$ cat src/rtl/fifo_arb_pkg.sv
// Shared types and helpers for the FIFO write arbiter: FSM state encoding and
// the round-robin winner search.
package fifo_arb_pkg;

  typedef enum logic [1:0] {
    IDLE,
    BURST,
    RELEASE
  } arb_state_t;

  localparam int unsigned MAX_REQ = 8;
  localparam int unsigned PTR_W   = 3;

  // First asserted request strictly after ptr, wrapping modulo n.
  function automatic logic [PTR_W-1:0] rr_first(
    input logic [MAX_REQ-1:0] req,
    input logic [PTR_W-1:0]   ptr,
    input int unsigned        n
  );
    logic [PTR_W-1:0] win;
    logic             found;
    int unsigned      idx;
    win   = '0;
    found = 1'b0;
    for (int unsigned k = 1; k <= MAX_REQ; k++) begin
      if (k <= n) begin
        idx = (32'(ptr) + k) % n;
        if (!found && req[idx[PTR_W-1:0]]) begin
          win   = idx[PTR_W-1:0];
          found = 1'b1;
        end
      end
    end
    return win;
  endfunction

endpackage

$ cat src/rtl/fifo_wr_arbiter_rr_pick.sv
// Round-robin selector: one-hot winner among the requests, searching from the
// index after the pointer.
module rr_pick
  import fifo_arb_pkg::*;
#(
  parameter int unsigned N_REQ = 4
) (
  input  logic [N_REQ-1:0] req,
  input  logic [PTR_W-1:0] ptr,
  output logic [N_REQ-1:0] win_oh,
  output logic             valid
);

  logic [PTR_W-1:0] win_idx;

  always_comb begin
    win_idx = rr_first(MAX_REQ'(req), ptr, N_REQ);
    win_oh  = N_REQ'(1) << win_idx;
    valid   = |req;
  end

endmodule

$ cat src/rtl/fifo_wr_arbiter.sv
// Burst-oriented round-robin arbiter feeding N_REQ write requesters into one
// FIFO write port, with free-space admission and an in-burst idle timeout.
module fifo_wr_arbiter
  import fifo_arb_pkg::*;
#(
  parameter int unsigned N_REQ       = 4,
  parameter int unsigned DATA_WIDTH  = 32,
  parameter int unsigned DEPTH_WIDTH = 8,
  parameter int unsigned BURST_LEN   = 8,
  parameter int unsigned TIMEOUT     = 16
) (
  input  logic                        clk,
  input  logic                        rst_n,
  input  logic [N_REQ-1:0]            req,
  input  logic [N_REQ-1:0]            s_valid,
  input  logic [N_REQ*DATA_WIDTH-1:0] s_data,
  output logic [N_REQ-1:0]            s_ready,
  output logic [N_REQ-1:0]            gnt,
  output logic                        fifo_w_en,
  output logic [DATA_WIDTH-1:0]       fifo_wdata,
  input  logic                        fifo_wfull,
  input  logic [DEPTH_WIDTH:0]        fifo_wr_water_level,
  output logic                        err_timeout
);

  localparam int unsigned     CW          = DEPTH_WIDTH + 2;
  localparam int unsigned     TW          = $clog2(TIMEOUT + 1);
  localparam logic [CW-1:0]   DEPTH_WORDS = CW'(1) << DEPTH_WIDTH;
  localparam logic [CW-1:0]   BURST_WORDS = CW'(BURST_LEN);
  localparam logic [TW-1:0]   IDLE_LAST   = TW'(TIMEOUT - 1);

  arb_state_t       state, state_nxt;
  logic [N_REQ-1:0] gnt_nxt, pick_oh;
  logic [PTR_W-1:0] rr_ptr, rr_ptr_nxt, owner, owner_nxt, pick_idx;
  logic [CW-1:0]    beat_cnt, beat_cnt_nxt, free_words;
  logic [TW-1:0]    idle_cnt, idle_cnt_nxt;
  logic             err_nxt, pick_valid, space_ok, beat;

  rr_pick #(.N_REQ(N_REQ)) u_rr_pick (
    .req    (req),
    .ptr    (rr_ptr),
    .win_oh (pick_oh),
    .valid  (pick_valid)
  );

  assign s_ready    = gnt & {N_REQ{~fifo_wfull}};
  assign beat       = |(s_valid & s_ready);
  assign fifo_w_en  = beat;
  assign free_words = DEPTH_WORDS - CW'(fifo_wr_water_level);
  assign space_ok   = free_words >= BURST_WORDS;

  always_comb begin
    fifo_wdata = '0;
    pick_idx   = '0;
    for (int unsigned i = 0; i < N_REQ; i++) begin
      if (gnt[i]) fifo_wdata = fifo_wdata | s_data[i*DATA_WIDTH +: DATA_WIDTH];
      if (pick_oh[i]) pick_idx = PTR_W'(i);
    end
  end

  always_comb begin
    state_nxt    = state;
    gnt_nxt      = gnt;
    owner_nxt    = owner;
    rr_ptr_nxt   = rr_ptr;
    beat_cnt_nxt = beat_cnt;
    idle_cnt_nxt = idle_cnt;
    err_nxt      = 1'b0;
    unique case (state)
      IDLE: begin
        if (pick_valid && space_ok) begin
          state_nxt    = BURST;
          gnt_nxt      = pick_oh;
          owner_nxt    = pick_idx;
          beat_cnt_nxt = '0;
          idle_cnt_nxt = '0;
        end
      end
      BURST: begin
        if (beat) begin
          idle_cnt_nxt = '0;
          if (beat_cnt == BURST_WORDS - CW'(1)) begin
            state_nxt = RELEASE;
            gnt_nxt   = '0;
          end else begin
            beat_cnt_nxt = beat_cnt + CW'(1);
          end
        end else if (!fifo_wfull) begin
          // A full FIFO is back-pressure, not requester silence.
          if (idle_cnt == IDLE_LAST) begin
            state_nxt = RELEASE;
            gnt_nxt   = '0;
            err_nxt   = 1'b1;
          end else begin
            idle_cnt_nxt = idle_cnt + TW'(1);
          end
        end
      end
      RELEASE: begin
        state_nxt    = IDLE;
        rr_ptr_nxt   = owner;
        beat_cnt_nxt = '0;
        idle_cnt_nxt = '0;
      end
      default: begin
        state_nxt = IDLE;
        gnt_nxt   = '0;
      end
    endcase
  end

  always_ff @(posedge clk or negedge rst_n) begin
    if (!rst_n) begin
      state       <= IDLE;
      gnt         <= '0;
      owner       <= '0;
      rr_ptr      <= PTR_W'(N_REQ - 1);
      beat_cnt    <= '0;
      idle_cnt    <= '0;
      err_timeout <= 1'b0;
    end else begin
      state       <= state_nxt;
      gnt         <= gnt_nxt;
      owner       <= owner_nxt;
      rr_ptr      <= rr_ptr_nxt;
      beat_cnt    <= beat_cnt_nxt;
      idle_cnt    <= idle_cnt_nxt;
      err_timeout <= err_nxt;
    end
  end

endmodule

$ cat config.mk
export PLATFORM = sky130hd
export DESIGN_NAME = fifo_wr_arbiter
export DESIGN_NICKNAME = d
export VERILOG_FILES = /design/src/rtl/fifo_arb_pkg.sv /design/src/rtl/fifo_wr_arbiter_rr_pick.sv /design/src/rtl/fifo_wr_arbiter.sv
export SDC_FILE = /design/constraint.sdc
export NUM_CORES = 1
export LEC_CHECK = 0
export CAP_MARGIN = 20
export CORE_UTILIZATION = 29
export CTS_BUF_LIST = sky130_fd_sc_hd__clkbuf_4 sky130_fd_sc_hd__clkbuf_8
export DETAILED_ROUTE_END_ITERATION = 16
export HOLD_SLACK_MARGIN = 0.12
export PLACE_DENSITY_LB_ADDON = 0.05
export SETUP_SLACK_MARGIN = 0.3
export SLEW_MARGIN = 20
export SYNTH_ARGS = -nofsm -noshare
export SYNTH_HDL_FRONTEND = slang
export SYNTH_SLANG_ARGS = --single-unit
$ cat constraint.sdc
create_clock -name clk -period 2.03 [get_ports clk]
set_clock_uncertainty 0.2 [all_clocks]
set_input_delay 0.203 -clock clk [delete_from_list [all_inputs] [get_ports clk]]
set_output_delay 0.203 -clock clk [all_outputs]
set_load 0.01 [all_outputs]
==> metrics <==
leading cell type by number of instances after synthesis=sky130_fd_sc_hd__a22oi_1; end point of the critical path=idle_cnt[3]; via-per-instance ratio=5.31; power density normalized to cell area=958 mW/mm^2; proportion of netlist area held by the largest area contributor=28.0%; Slew @ Worst Pin=0.454 ns; switching share of total power=40.9%; clock buffers created by TritonCTS=3; Die Y=88.0 um; failing checks=negative setup slack; type of the worst setup path=reg2reg; Cell Chain, Critical Path=ha_2 > and3_4 > ha_4 > a311o_1 > nand2_2 > nand2_4 > or4_4 > o211ai_1; sequential share of the synthesized area=30.5%; R2R setup slack=-0.18 ns; shortest period the worst path allows=2.21 ns; share of power burned in combinational logic=78.5%; clock tree from TritonCTS=done; path depth of the worst reg2reg path=8; sw power=2.16 mW; root cell of the clock tree=sky130_fd_sc_hd__clkbuf_8; Critical Path Fanout Max=4; Post-Syn Nets=417; share of power burned in the clock network=6.6%; buffer depth of the longest clock path=2; initial core utilization=30.7%; first-pass GRT wire length=16.4 mm; Placer Congestion=0.761; synthesized instance count=266; number of maximum-capacitance constraint violations=0; depth of the worst hold-timing path=1; number of storage elements in the synthesis netlist=26; internal cell power=3.12 mW; placeable core region=0.00698 mm^2; worst supply voltage drop on vdd=0.000663 V; outcome=complete, but fails checks; prevailing post-synth register cell=sky130_fd_sc_hd__dfrtp_1; grt total ovfl=0; minimum setup slack in the final design=-0.179 ns; per-instance average area after synthesis=8.06 um^2; class of the most critical hold timing path=reg2reg; final setup violation count=13; startpoint of the worst register-to-register path=idle_cnt[0]; dominant cells by area after synthesis=sky130_fd_sc_hd__dfrtp_1 (28%), sky130_fd_sc_hd__a22oi_1 (22%), sky130_fd_sc_hd__nand2_1 (9.5%); row cnt=30; critical path data required time=2.02 ns; first drt pass iteration count=4; proportion of synthesized flip-flops having asynchronous set or reset=100%; Remaining DRCs=0; DR vias=3328; nets@finish=683; Area growth, synth to finish=157%; placed cell areas=0.00446 mm^2; clock insertion delay at the later pin of the skew report=0.28 ns; port bufs=189; Routed WL per cell=19.2 um; initial detailed-routing violation count=85; post-route antenna net violation count=0; startpoint type of the worst setup path=register; share of cells above drive strength 1=44.4%; count of flip-flops with a built-in enable after synthesis=0; number of warnings reported in the yosys synthesis log=0; clock sink count=26; unrepaired setup endpoints after global routing=yes; Slew Limit Fails=0; Leak Pwr=2.37 nW; final wirelength=12.0 mm; slowest cell on the critical path=sky130_fd_sc_hd__or4_4; die area=0.00774 mm^2; sequential cell fraction of total power=14.9%; crit-path leading delay family=simple AND/OR/NAND/NOR gates; Final HPWL DP=7.85 mm; R2R Path End=idle_cnt[3]; logic depth of the worst setup path including buffers=8; via count of the first global-routing pass=3208; overall die width=88.0 um; clock transition at the registers of the reported paths=0.09 ns; first element of the critical path=idle_cnt[0]; arrival time at the worst endpoint=2.20 ns; synth cell count leaders=sky130_fd_sc_hd__a22oi_1 (64), sky130_fd_sc_hd__nand2_1 (54), sky130_fd_sc_hd__dfrtp_1 (24); sort of element at the end of the critical path=register; final critical-path share of the clock period=109%; largest stage delay on the critical path=0.47 ns; I/O pin total=190; area leader, netlist=sky130_fd_sc_hd__dfrtp_1; Final Instance Area=0.00550 mm^2; antenna violations before repair=0; worst relative slew slack=69.6%; CTS H-tree lvls=1; count of cell types in the netlist=45; final hold violation count=0; overall global routing resource usage=27.6%; Crit path buffers/inverters=0; fmax=0.453 GHz; worst hold slack=0.283 ns; total standard cell area after synthesis=0.00214 mm^2; ant diodes=0; pin count of the biggest net entering global routing=27
## cells in the final DEF (no fill, tap or decap), drive strengths merged, types with 2 or more instances in the layout
master	Yosys	final
clkdlybuf4s50	0	138
buf	5	123
a22oi	66	66
nand2	55	55
dfrtp	24	24
nor2	13	13
clkbuf	12	13
o21ai	9	9
nand3	7	8
xor2	7	7
nor2b	7	7
inv	6	6
dlygate4sd2	0	4
o31ai	4	4
and3	4	4
nor3	4	4
o211ai	3	3
a21o	3	3
nand4	3	3
nand3b	3	3
ha	3	3
nand2b	2	2
and2	2	2
mux2i	2	2
mux2	2	2
or4	2	2
or3	2	2
a22o	2	2
dfstp	2	2
a21oi	2	2
## power groups by stage
stage               Combinational [mW]  Clock, mW  Sequential, mW
CTS                               3.61      0.351           0.783
finish                            4.14      0.348           0.784
global placement                  3.04          0           0.756
detailed placement                3.07          0           0.759
floorplan                         1.38          0           0.765
global route                      4.41      0.364           0.804
## state kept, by name, summed over array words and instances (netlist names)
name	cells
state	2
idle_cnt	5
owner	2
err_timeout	1
beat_cnt	10
rr_ptr	2
gnt	4
## kinds of logic (layout without fill, tap and decap cells)
kind of cell | Yosys count | count (layout) | synth area share (%)
AND/OR/NAND/NOR | 108 | 109 | 24.2
AO/OA/AOI/OAI | 95 | 95 | 34.2
flip-flops | 26 | 26 | 30.5
buffers and inverters | 23 | 287 | 4.61
XOR/XNOR | 7 | 7 | 2.86
multiplexers | 4 | 4 | 1.98
adder cells (fa/ha/maj) | 3 | 3 | 1.75
## worst reg2reg max path: stages (launching register included)
cell                       delay, ns
sky130_fd_sc_hd__dfrtp_1        0.40
sky130_fd_sc_hd__ha_2           0.20
sky130_fd_sc_hd__and3_4         0.15
sky130_fd_sc_hd__ha_4           0.15
sky130_fd_sc_hd__a311o_1        0.27
sky130_fd_sc_hd__nand2_2        0.09
sky130_fd_sc_hd__nand2_4        0.07
sky130_fd_sc_hd__or4_4          0.47
sky130_fd_sc_hd__o211ai_1       0.13
## metal layers
| metal | vias up | track usage, % | wire (um) |
|---|---|---|---|
| li1 | 1555 | - | - |
| met1 | 1614 | 32.2 | 4550 |
| met2 | 127 | 50.6 | 6320 |
| met4 | 0 | 9.09 | 368 |
| met3 | 32 | 5.00 | 801 |
| met5 | - | 0 | 0 |
## cell type report
cell class / instances / area (um^2)
timing repair buffer: 277 / 2770
fill: 481 / 1480
clock buffer: 4 / 55.1
sequential: 26 / 658
inverter: 6 / 22.5
multi-input combinational: 218 / 1880
tap: 96 / 120
## worst min path at each step
stage	start	to	slack [ns]
2_1_floorplan	rst_n	beat_cnt[0]	-0.29
3_3_place_gp	owner[1]	owner[1]	0.26
3_5_place_dp	owner[1]	owner[1]	0.26
4_1_cts	owner[1]	owner[1]	0.28
5_1_grt	owner[1]	owner[1]	0.31
6_report	owner[1]	owner[1]	0.28
## per-stage QoR
stage               power [mW]  setup slack (ns)  util [%]  std cells  setup TNS, ns
finish                    5.27            -0.179      78.8        627          -1.23
global route              5.58            -0.231      78.8        627          -2.36
CTS                       4.74            -0.144      73.4        611         -0.456
detailed placement        3.83            -0.515      63.9        576          -8.99
global placement          3.79            -0.435      63.9        576          -7.94
floorplan                 2.14            -0.149         -        266         -0.398
## repair_timing
item / in CTS / in global routing
gates cloned: 6 / 4
hold endpoints to repair: 24 / 0
buffers inserted: 24 / 12
pin swaps: 37 / 40
gates resized for setup: 281 / 62
endpoints found under the setup margin: 63 / 63
hold buffers: 1 / 0
No activity file was read; power rests on OpenSTA's default activity.
